$ cat config.mk
export PLATFORM = sky130hd
export DESIGN_NAME = aclk_keyscan
export DESIGN_NICKNAME = d
export VERILOG_FILES = /design/src/rtl/aclk_pkg.sv /design/src/rtl/aclk_sync2.sv /design/src/rtl/aclk_keyscan.sv
export SDC_FILE = /design/constraint.sdc
export NUM_CORES = 1
export LEC_CHECK = 0
export BUFFER_PORTS_ARGS = -buffer_cell sky130_fd_sc_hd__buf_2
export CAP_MARGIN = 20
export CORE_MARGIN = 5
export CORE_UTILIZATION = 30
export DETAILED_ROUTE_END_ITERATION = 6
export SLEW_MARGIN = 20
export SYNTH_ARGS = -nofsm -noshare
export SYNTH_HDL_FRONTEND = slang
export SYNTH_SLANG_ARGS = --single-unit
export TNS_END_PERCENT = 50
$ cat constraint.sdc
create_clock -name clock -period 10.3 [get_ports clock]
set_input_delay 1.545 -clock clock [delete_from_list [all_inputs] [get_ports clock]]
set_output_delay 1.545 -clock clock [all_outputs]
set_load 0.02 [all_outputs]
$ cat src/rtl/aclk_pkg.sv
// aclk_pkg: shared keypad codes, matrix dimensions, debounce state type and keymap helper
package aclk_pkg;
   localparam logic [3:0] NOKEY = 4'd10;
   localparam logic [3:0] STAR  = 4'd11;
   localparam logic [3:0] HASH  = 4'd12;
   localparam int NUM_ROWS = 4;
   localparam int NUM_COLS = 3;
   typedef enum logic [1:0] {IDLE_NOKEY, HELD, LOCKOUT} db_state_t;
   // rows 0..2 hold digits 1..9 in reading order; the bottom row is * 0 #
   function automatic logic [3:0] key_code(input int r, input int c);
      return r < NUM_ROWS - 1 ? 4'(r * NUM_COLS + c + 1) : (c == 0 ? STAR : c == 1 ? 4'd0 : HASH);
   endfunction
endpackage

$ cat src/rtl/aclk_sync2.sv
// aclk_sync2: 2-flop synchronizer
// Ports: clock, reset (async active-low), d (async input), q (synchronized output).
// Resets to all ones because the keypad rows idle high through their pull-ups.
module aclk_sync2 #(
   parameter int W = 1
) (
   input  logic         clock,
   input  logic         reset,
   input  logic [W-1:0] d,
   output logic [W-1:0] q
);
   logic [W-1:0] meta;
   always_ff @(posedge clock or negedge reset)
      if (!reset) {q, meta} <= {{W{1'b1}}, {W{1'b1}}};
      else {q, meta} <= {meta, d};
endmodule

$ cat src/rtl/aclk_keyscan.sv
// aclk_keyscan: 4x3 keypad scanner with multi-key rejection and whole-frame debounce
// Ports: clock; reset (async active-low); row[3:0] keypad rows, active-low, asynchronous;
//        col[2:0] one-hot active-low column drive; key = committed digit or 10;
//        alarm_button high while * is committed; time_button high while # is committed.
module aclk_keyscan
   import aclk_pkg::*;
#(
   parameter int SCAN_DIV       = 4,
   parameter int DEBOUNCE_SCANS = 3
) (
   input  logic                clock,
   input  logic                reset,
   input  logic [NUM_ROWS-1:0] row,
   output logic [NUM_COLS-1:0] col,
   output logic [3:0]          key,
   output logic                alarm_button,
   output logic                time_button
);
   localparam int DW = $clog2(SCAN_DIV);
   localparam int CW = $clog2(DEBOUNCE_SCANS + 1);
   localparam logic [DW-1:0] LAST = DW'(SCAN_DIV - 1);
   localparam logic [CW-1:0] SAT  = CW'(DEBOUNCE_SCANS);

   logic [NUM_ROWS-1:0]                row_s;
   logic [DW-1:0]                      dwell;
   logic [1:0]                         col_idx;
   logic [NUM_COLS-2:0][NUM_ROWS-1:0]  acc;
   logic [NUM_COLS-1:0][NUM_ROWS-1:0]  hits;
   logic [3:0]                         n_hits, frame_dec, frame_code, cand, committed;
   logic                               sample, frame_valid, same, commit;
   logic [CW-1:0]                      cnt, cnt_nx;
   db_state_t                          state;

   aclk_sync2 #(.W(NUM_ROWS)) u_sync (.clock(clock), .reset(reset), .d(row), .q(row_s));

   assign sample = dwell == LAST;
   // column 2 is decoded straight from the synchronizer so the frame code lands one cycle after its sample
   assign hits = {~row_s, acc};

   always_ff @(posedge clock or negedge reset)
      if (!reset) begin
         dwell       <= '0;
         col_idx     <= '0;
         col         <= 3'b110;
         acc         <= '0;
         frame_valid <= 1'b0;
         frame_code  <= NOKEY;
      end else begin
         dwell       <= sample ? '0 : dwell + 1'b1;
         frame_valid <= sample && col_idx == 2'd2;
         if (sample) begin
            col_idx <= col_idx == 2'd2 ? 2'd0 : col_idx + 2'd1;
            col     <= {col[1:0], col[2]};
            if (col_idx == 2'd2) frame_code <= frame_dec;
            else acc[col_idx[0]] <= ~row_s;
         end
      end

   // anything other than exactly one intersection decodes as no key, so ghosts never surface
   always_comb begin
      n_hits    = '0;
      frame_dec = NOKEY;
      for (int c = 0; c < NUM_COLS; c++)
         for (int r = 0; r < NUM_ROWS; r++)
            if (hits[c][r]) begin
               n_hits    = n_hits + 4'd1;
               frame_dec = key_code(r, c);
            end
      if (n_hits != 4'd1) frame_dec = NOKEY;
   end

   assign same   = frame_code == cand;
   assign cnt_nx = !same ? CW'(1) : cnt == SAT ? cnt : cnt + 1'b1;
   assign commit = cnt_nx == SAT && frame_code != committed;

   // a direct key-to-key change first commits NOKEY so the controller always sees a release
   always_ff @(posedge clock or negedge reset)
      if (!reset) begin
         state        <= IDLE_NOKEY;
         cand         <= NOKEY;
         committed    <= NOKEY;
         cnt          <= '0;
         key          <= NOKEY;
         alarm_button <= 1'b0;
         time_button  <= 1'b0;
      end else begin
         key          <= committed <= 4'd9 ? committed : NOKEY;
         alarm_button <= committed == STAR;
         time_button  <= committed == HASH;
         if (frame_valid) begin
            cand <= frame_code;
            cnt  <= cnt_nx;
            if (commit && state == HELD && frame_code != NOKEY) begin
               committed <= NOKEY;
               cnt       <= '0;
               state     <= LOCKOUT;
            end else if (commit) begin
               committed <= frame_code;
               state     <= frame_code == NOKEY ? IDLE_NOKEY : HELD;
            end
         end
      end
endmodule

==> metrics, run 1 <==
status complete, no violations; worst path required time roughly 10 ns; Critical Path Max Stage Delay approximately 0.4 ns; Top FF cell, synth dfrtp_1; vias in the first global route around 1,800; TritonRoute pass-1 iters 4; final hold violations 0; HPWL Detailed between 3 and 4 mm; Port-buffer cells 14; Gates resized, CTS repair 0; min cycle time layout slightly below 7 ns; Slowest-stage cell, CP dfrtp_1; crit start category flip-flop; most frequent CP cell ha_1; largest net degree at the start of global routing 47; Final Max Slew Viols 0; metal2 WL roughly 2.3 mm; Fin Hold WS 0.357 ns; CP arrival 7.02 ns; EDFF count, synth 0; total global routing overflow 0; # IOs 15; leakage power roughly 1.3 nW; DIE AREA about 11,000 µm²; commonest non-fill, non-tap cell in the layout nand2_1; Max IR drop VDD between 80 and 90 µV; setup bufs post-CTS 0; sequential share of the synthesized area 43.2%; Remaining DRCs 0; unrepaired setup endpoints after global routing no; worst reg-to-reg setup slack ~3.5 ns; Post-synth ARST share 100%; synthesized flop and latch total 46; Post-Syn Nets between 300 and 400; WHS Endpoint u_sync.q[0]; Clock transition at path regs roughly 0.080 ns; Iter 0 DRT Violations 110; most frequent cells in the layout nand2_1 (34), dfrtp_1 (28), nor2_1 (23); worst r2r path cells 34; P&R area growth vs syn 8.43%; Vias 1,899; Final Cell Area 2950 µm²; first-pass GRT wire length around 8.3 mm; Wirelength per Cell 11.8 µm; CORE AREA 8760 µm²; min-delay src u_sync.meta[0]; total clock buffers created by CTS 5; Avg Cell Area, Syn ~9.6 µm²; Synth Warn # 0; clk_lat worst skew just under 0.3 ns; worst min-delay path class reg -> reg; Max Freq roughly 150 MHz; layout cells sized above 1 a little under a fifth; Clock Skews about 0.0073 ns; Clock Tree Buf Depth 2; Gate Count Post-Synth between 200 and 300; kind of end point of the critical path flip-flop; Hold Path Depth 0; Slew headroom between 50% and 60%; layout net count a little over 300; DRT met1 WL roughly 2.3 mm; crit path max fanout 5; CTS Root Cell clkbuf_8; reg2reg end frame_code[2]; Worst R2R Start acc[0]; Final setup viols 0; Rows 34; Total Neg Setup Slack 0 ns; Die H ~110 µm; DRT antenna net count 0; Setup Crit Path Kind reg -> reg; Synth Cell Area around 2700 µm²; CTS HTree Levels 2; DR WL met3 about 70 µm; diodes inserted 0; # clock sinks 46; slew at the pin closest to its max-slew limit around 0.61 ns; GR Util All Layers just under 9%; drt via density 4.78; top layer in use met4; antenna violations before repair 0; Placer Congestion between 0.7 and 0.8; CTS tree yes; final period utilization roughly 66%; Placed Area roughly 2900 µm²; final WL about 4.7 mm; Initial Util between 30% and 40%; max-cap violation count 0; Hold-fix buffers, CTS 0; Die Wd ~110 µm; synth unique cells 49; power density over the cells between 200 and 250 nW/µm²
## cells in the mapped netlist, types with 2 or more instances
| master | number | share of area (%) |
|---|---|---|
| nand2_1 | 34 | 4.7 |
| dfrtp_1 | 28 | 26 |
| nor2_1 | 23 | 3.2 |
| o21ai_0 | 20 | 3.7 |
| xnor2_1 | 20 | 6.4 |
| dfstp_2 | 18 | 17 |
| inv_1 | 18 | 2.5 |
| ha_1 | 13 | 6.0 |
| clkbuf_1 | 10 | 1.4 |
| a21oi_1 | 9 | 1.7 |
| mux2_2 | 9 | 3.7 |
| nand3_1 | 9 | 1.7 |
| xor2_1 | 7 | 2.3 |
| nand2b_1 | 6 | 1.4 |
| a31oi_1 | 4 | 0.92 |
| nand3b_1 | 4 | 1.1 |
| nor3_1 | 4 | 0.74 |
| and4_1 | 3 | 0.97 |
| nand4_1 | 3 | 0.69 |
| nor4_1 | 3 | 0.69 |
| o211ai_1 | 3 | 0.83 |
| buf_1 | 2 | 0.28 |
| buf_2 | 2 | 0.37 |
| mux2i_1 | 2 | 0.74 |
| nor2b_1 | 2 | 0.46 |
| nor3b_1 | 2 | 0.55 |
| o22ai_1 | 2 | 0.46 |
## metrics by stage
stage / total power, mW / utilization, % / std cells / setup slack [ns]
6_report: 0.593 / 33.6 / 397 / 3.47
5_1_grt: 0.643 / 33.6 / 397 / 2.93
4_1_cts: 0.600 / 33.6 / 397 / 3.46
3_5_place_dp: 0.493 / 32.6 / 389 / 3.49
3_3_place_gp: 0.486 / 32.6 / 389 / 3.58
2_1_floorplan: 0.446 / - / 282 / 3.99
## worst max-delay path, delay by kind of cell (launching register included)
kind,cells,cell delay (ns)
buffers and inverters,3,0.22
XOR/XNOR,1,0.19
adder cells (fa/ha/maj),10,2.99
multiplexers,1,0.27
AND/OR/NAND/NOR,10,0.95
flip-flops,1,0.40
AO/OA/AOI/OAI,9,1.72
## how the worst max path moves through the flow
stage	from	end	cells after the start
floorplan	acc[0]	frame_code[2]	34
global placement	acc[0]	frame_code[2]	34
detailed placement	acc[0]	frame_code[2]	34
CTS	acc[0]	frame_code[2]	34
global route	acc[0]	frame_code[2]	34
finish	acc[0]	frame_code[2]	34
## cell families after synthesis
kind of cell | Yosys count | share of synthesized area [%]
AOI/OAI and AO/OA | 51 | 12.0
DFF | 46 | 43.2
muxes | 11 | 4.47
buffers and inverters | 33 | 4.79
and+or+nand+nor | 96 | 17.0
xor gates and xnor gates | 32 | 12.5
adders and majority gates | 13 | 5.99
## per-layer routing
layer / GRT usage (%) / vias to the layer above
li1: - / 975
met1: 11.3 / 902
met2: 14.9 / 17
met3: 1.48 / 5
met4: 3.29 / 0
met5: 0 / -
## report_power, final
| group | total (mW) | internal [mW] | switching (mW) |
|---|---|---|---|
| registers | 0.246 | 0.215 | 0.0305 |
| clock network | 0.104 | 0.0480 | 0.0562 |
| logic | 0.243 | 0.112 | 0.131 |
## final cells by class
class                           instances  area [µm²]
Clock buffer                            7        76.3
Clock inverter                          1        7.51
Fill cell                             890        5820
Inverter                               18        67.6
Multi-Input combinational cell        203        1410
Sequential cell                        46        1170
Tap cell                              108         135
Timing Repair Buffer                   14        72.6
## state kept, by name (all words and copies together), names as in the netlist, 2 cells and up
signal / cells
committed: 4
cand: 4
col: 3
acc: 8
cnt: 2
col_idx: 2
key: 4
u_sync.q: 4
frame_code: 4
state: 2
u_sync.meta: 4
dwell: 2
No activity file was read; power rests on OpenSTA's default activity.
==> run 2, diff against run 1 <==
- clock period: 10.3 -> 6.1 ns (I/O delays scaled with it)
==> metrics, run 2 (synthesis gave the netlist of run 1 again) <==
crit path max fanout 4; Hold Path Depth 0; WHS Endpoint u_sync.q[3]; HPWL Detailed roughly 3.8 mm; final period utilization 99.4%; diodes inserted 0; DIE AREA about 11,000 µm²; slew at the pin closest to its max-slew limit 0.629 ns; CTS HTree Levels 2; largest net degree at the start of global routing between 40 and 50; Initial Util 31.0%; Worst R2R Start acc[1]; Remaining DRCs 0; GR Util All Layers a little over a tenth; kind of end point of the critical path flip-flop; Vias 2,184; Final setup viols 0; crit start category flip-flop; clk_lat worst skew ~0.29 ns; layout cells sized above 1 between 40% and 50%; leakage power 1.63 nW; Max Freq 165 MHz; sw frac a little over a third; Gate power share ~54%; final WL roughly 5.8 mm; Slowest-stage cell, CP dfrtp_1; Placer Congestion about 0.77; total global routing overflow 0; vias in the first global route 2,154; worst r2r path cells 37; min-delay src u_sync.meta[3]; worst path required time roughly 6.3 ns; commonest non-fill, non-tap cell in the layout buf_4; # IOs 15; DRT antenna net count 0; power density over the cells 379 nW/µm²; Seq pwr share a little under a third; final core occ 41.3%; final hold violations 0; layout net count 360; P&R area growth vs syn 33.3%; status complete, no violations; most frequent cells in the layout buf_4 (54), nand2_1 (30), dfrtp_1 (28); Rows 34; # clock sinks 46; CORE AREA ~8800 µm²; max-cap violation count 0; Top reg by flops acc; worst reg-to-reg setup slack about 0.036 ns; Wirelength per Cell 13.0 µm; min cycle time layout ~6.1 ns; Iter 0 DRT Violations 77; Int Power 0.890 mW; CTS Root Cell clkbuf_8; max FFs per register 8; Port-buffer cells 14; Die Wd between 100 and 150 µm; Hold-fix buffers, CTS 0; antenna violations before repair 0; total clock buffers created by CTS 5; Die H 105 µm; Net Switching ~0.48 mW; reg2reg end frame_code[2]; TritonRoute pass-1 iters 4; Clock Skews between 0.005 and 0.006 ns; Setup Crit Path Kind reg -> reg; most frequent CP cell buf_4; Critical Path Max Stage Delay between 0.4 and 0.5 ns; Final Max Slew Viols 0; Max IR drop VDD about 210 µV; drt via density between 4 and 5; Placed Area between 3000 and 4000 µm²; CP arrival 6.25 ns; Clock Tree Buf Depth 2; Slew headroom 57.9%; first-pass GRT wire length between 9 and 10 mm; worst min-delay path class reg -> reg; clock group share of total power approximately 16%; Clock transition at path regs around 0.080 ns; CTS tree yes; Final Cell Area 3620 µm²; unrepaired setup endpoints after global routing yes
[run 2: final cells by class]
cell class	count	area, µm²
multi-input cells	203	1670
inverters	18	67.6
flip-flops and latches	46	1170
clock buffers	7	76.3
well taps	108	135
repair buffers	67	470
fillers	856	5140
clock inverters	1	30.0
[run 2: how the worst max path moves through the flow]
stage | slack, ns | from | cells past startpoint | to
after detailed placement | -0.25 | acc[1] | 36 | frame_code[2]
after CTS | -0.005 | acc[1] | 38 | frame_code[2]
after global placement | -0.12 | acc[0] | 34 | frame_code[2]
after global routing | -0.16 | acc[1] | 34 | frame_code[2]
final | 0.04 | acc[1] | 37 | frame_code[2]
after floorplan | 0.009 | acc[0] | 34 | frame_code[2]
[run 2: timing repair]
action | CTS | global route
resized for setup | 9 | 26
cloned | 0 | 0
pin swaps | 10 | 16
setup endpoints to repair | 4 | 4
buffers inserted | 23 | 8
[run 2: layer usage]
layer	part of all wire [%]	wire length [µm]	track usage, %	up-vias
met4	2.4	139	4.57	0
met2	52	3020	18.7	27
li1	-	-	-	1088
met5	0	0	0	-
met1	44	2580	12.8	1059
met3	1.6	94	1.48	10
[run 2: critical path, delay by kind of cell, from the launching register on]
kind                       cells  cell delay [ns]
DFF                            1             0.42
AOI/OAI and AO/OA              5             0.66
and+or+nand+nor                5             0.39
adders and majority gates      6             1.57
muxes                          1             0.27
xor gates and xnor gates       3             0.53
buffers and inverters         17             2.10
[run 2: per-stage QoR]
stage               hold WS (ns)  setup TNS [ns]  std cells  power [mW]  setup slack [ns]
global placement           0.346          -0.236        411       0.899            -0.116
floorplan                  0.345               0        282       0.776           0.00882
detailed placement         0.347          -0.766        411       0.918            -0.253
global route               0.361          -0.436        450        1.46            -0.159
finish                     0.357               0        450        1.37            0.0357
CTS                        0.359        -0.00523        442        1.25          -0.00523
[run 2: power by group through the flow]
stage | Combinational [mW] | Clock [mW] | Sequential [mW]
after floorplan | 0.370 | 0 | 0.406
after global placement | 0.480 | 0 | 0.419
after detailed placement | 0.498 | 0 | 0.420
after CTS | 0.610 | 0.224 | 0.415
after global routing | 0.802 | 0.234 | 0.428
final | 0.737 | 0.217 | 0.416
==> run 3, diff against run 2 <==
- SYNTH_HIERARCHICAL: unset -> 1
==> metrics, run 3 <==
status complete, no violations; final hold violations 0; power density over the cells between 300 and 400 nW/µm²; P&R area growth vs syn 22.5%; CTS Root Cell clkbuf_8; CORE AREA a little over 9000 µm²; Gate power share 51.8%; diodes inserted 0; final WL ~5.4 mm; TritonRoute pass-1 iters 4; Port-buffer cells 14; Gate Count Post-Synth roughly 280; largest area contributor in the netlist dfrtp_1; Initial Util a little under a third; Synth Warn # 6; Final setup viols 0; Placer Congestion ~0.76; worst path required time about 6.3 ns; Setup Crit Path Kind reg -> reg; Max IR drop VDD 183 µV; GR Util All Layers under 10%; Post-synth ARST share 100%; vias in the first global route a little under 2,000; Clock transition at path regs ~0.09 ns; Final Max Slew Viols 0; largest cells by area after synthesis dfrtp_1 (25%), dfstp_2 (17%), ha_1 (5.8%); synthesized flop and latch total 46; Clock Tree Buf Depth 2; Hold-fix buffers, CTS 0; largest net degree at the start of global routing 47; total global routing overflow 0; most frequent cells in the layout buf_4 (30), dfrtp_1 (28), nand2_1 (26); # IOs 15; Rows 35; CTS tree yes; EDFF count, synth 0; min cycle time layout roughly 6.0 ns; count leader, synth dfrtp_1; placed cells between 400 and 500; Avg Cell Area, Syn 10.2 µm²; sequential share of the synthesized area between 40% and 50%; Seq pwr share ~33%; Iter 0 DRT Violations 78; leakage power about 1.5 nW; Top FF cell, synth dfrtp_1; # clock sinks 46; first-pass GRT wire length roughly 9.4 mm; commonest non-fill, non-tap cell in the layout buf_4; antenna violations before repair 0; crit path max fanout 4; Placed Area ~3200 µm²; clock group share of total power 15.2%; DRT antenna net count 0; Net Switching about 0.45 mW; HPWL Detailed slightly below 4 mm; max-cap violation count 0; kind of end point of the critical path flip-flop; max FFs per register 8; Synth Cell Area around 2800 µm²; Clock Skews 0.0112 ns; slew at the pin closest to its max-slew limit 0.560 ns; unrepaired setup endpoints after global routing yes; Final Non-Filler Cells approximately 430; DIE AREA ~11,000 µm²; Final Cell Area 3460 µm²; Slew headroom 62.3%; Die Wd between 100 and 150 µm; Max Freq approximately 170 MHz; post-synth top area share between 20% and 30%; clk_lat worst skew ~0.29 ns; final core occ a little under two fifths; total clock buffers created by CTS 5; Fin Hold WS between 0.3 and 0.4 ns; Vias approximately 2,100; Remaining DRCs 0; Total Neg Setup Slack 0 ns; layout net count ~330; Slowest-stage cell, CP dfrtp_1; Int Power about 0.8 mW; Critical Path Max Stage Delay 0.41 ns; sw frac between 30 and 40%; Wirelength per Cell roughly 13 µm; CTS HTree Levels 2; Die H ~110 µm; Top reg by flops acc; CP arrival 6.27 ns; worst min-delay path class reg -> reg; final period utilization roughly 99%; Post-Syn Nets ~300; layout cells sized above 1 35.9%; drt via density 4.84; synth unique cells 54; crit start category flip-flop; Synth top cells by count dfrtp_1 (28), nand2_1 (27), o21ai_0 (21)
run 3: metrics by stage:
step | power [mW] | setup slack [ns]
after floorplan | 0.797 | 0.0165
after global placement | 0.916 | -0.0676
after detailed placement | 0.926 | -0.192
after CTS | 1.18 | -0.106
after global routing | 1.34 | -0.192
final | 1.24 | 0.0583
run 3: repair_timing:
item | CTS | global route
gates cloned | 0 | 0
pin swaps | 13 | 18
endpoints found under the setup margin | 4 | 4
buffers inserted | 8 | 3
hold endpoints to repair | 0 | 0
resized for setup | 10 | 19
run 3: cell type report:
cell class,instances,area (µm²)
timing repair buffer,43,290
clock inverter,1,8.76
tap,111,139
sequential,46,1170
inverter,17,63.8
fill,922,5740
multi-input combinational,201,1700
clock buffer,7,86.3
run 3: power groups by stage:
stage | combinational [mW] | clock (mW) | sequential, mW
5_1_grt | 0.706 | 0.212 | 0.420
2_1_floorplan | 0.387 | 0 | 0.410
4_1_cts | 0.573 | 0.196 | 0.411
6_report | 0.645 | 0.189 | 0.411
3_5_place_dp | 0.510 | 0 | 0.416
3_3_place_gp | 0.502 | 0 | 0.414
run 3: logic make-up after synthesis:
kind of cell | Yosys count | synth area share [%]
xor gates and xnor gates | 33 | 14.2
buffers and inverters | 31 | 4.52
adders and majority gates | 13 | 5.76
muxes | 13 | 5.10
AOI/OAI and AO/OA | 59 | 14.1
and+or+nand+nor | 83 | 14.7
DFF | 46 | 41.6
run 3: path summary, 6_finish.rpt:
kind / start / endpoint / slack [ns] / depth (start not counted)
max: acc[0] / frame_code[2] / 0.06 / 30
min: u_sync/meta[3] / u_sync/q[3] / 0.36 / 0
max reg2reg: acc[0] / frame_code[2] / 0.06 / 30
min reg2reg: u_sync/meta[3] / u_sync/q[3] / 0.36 / 0
max in group asynchronous: reset / cand[3] / 5.11 / 1
min in group asynchronous: reset / acc[7] / 0.61 / 1
run 3: per-layer routing:
| metal | vias to the layer above | wire length, µm | GRT usage, % |
|---|---|---|---|
| met5 | - | 0 | 0 |
| met4 | 0 | 17 | 1.64 |
| met3 | 2 | 95 | 1.81 |
| met2 | 19 | 2490 | 15.2 |
| met1 | 992 | 2760 | 14.2 |
| li1 | 1049 | - | - |
run 3: worst max-delay path: cells and delay by family (launching register included):
kind                     cells  cell delay (ns)
AND/OR/NAND/NOR              6             0.60
flip-flops                   1             0.41
multiplexers                 3             0.75
buffers and inverters        3             0.24
AO/OA/AOI/OAI                7             1.16
adder cells (fa/ha/maj)     10             2.63
XOR/XNOR                     1             0.18
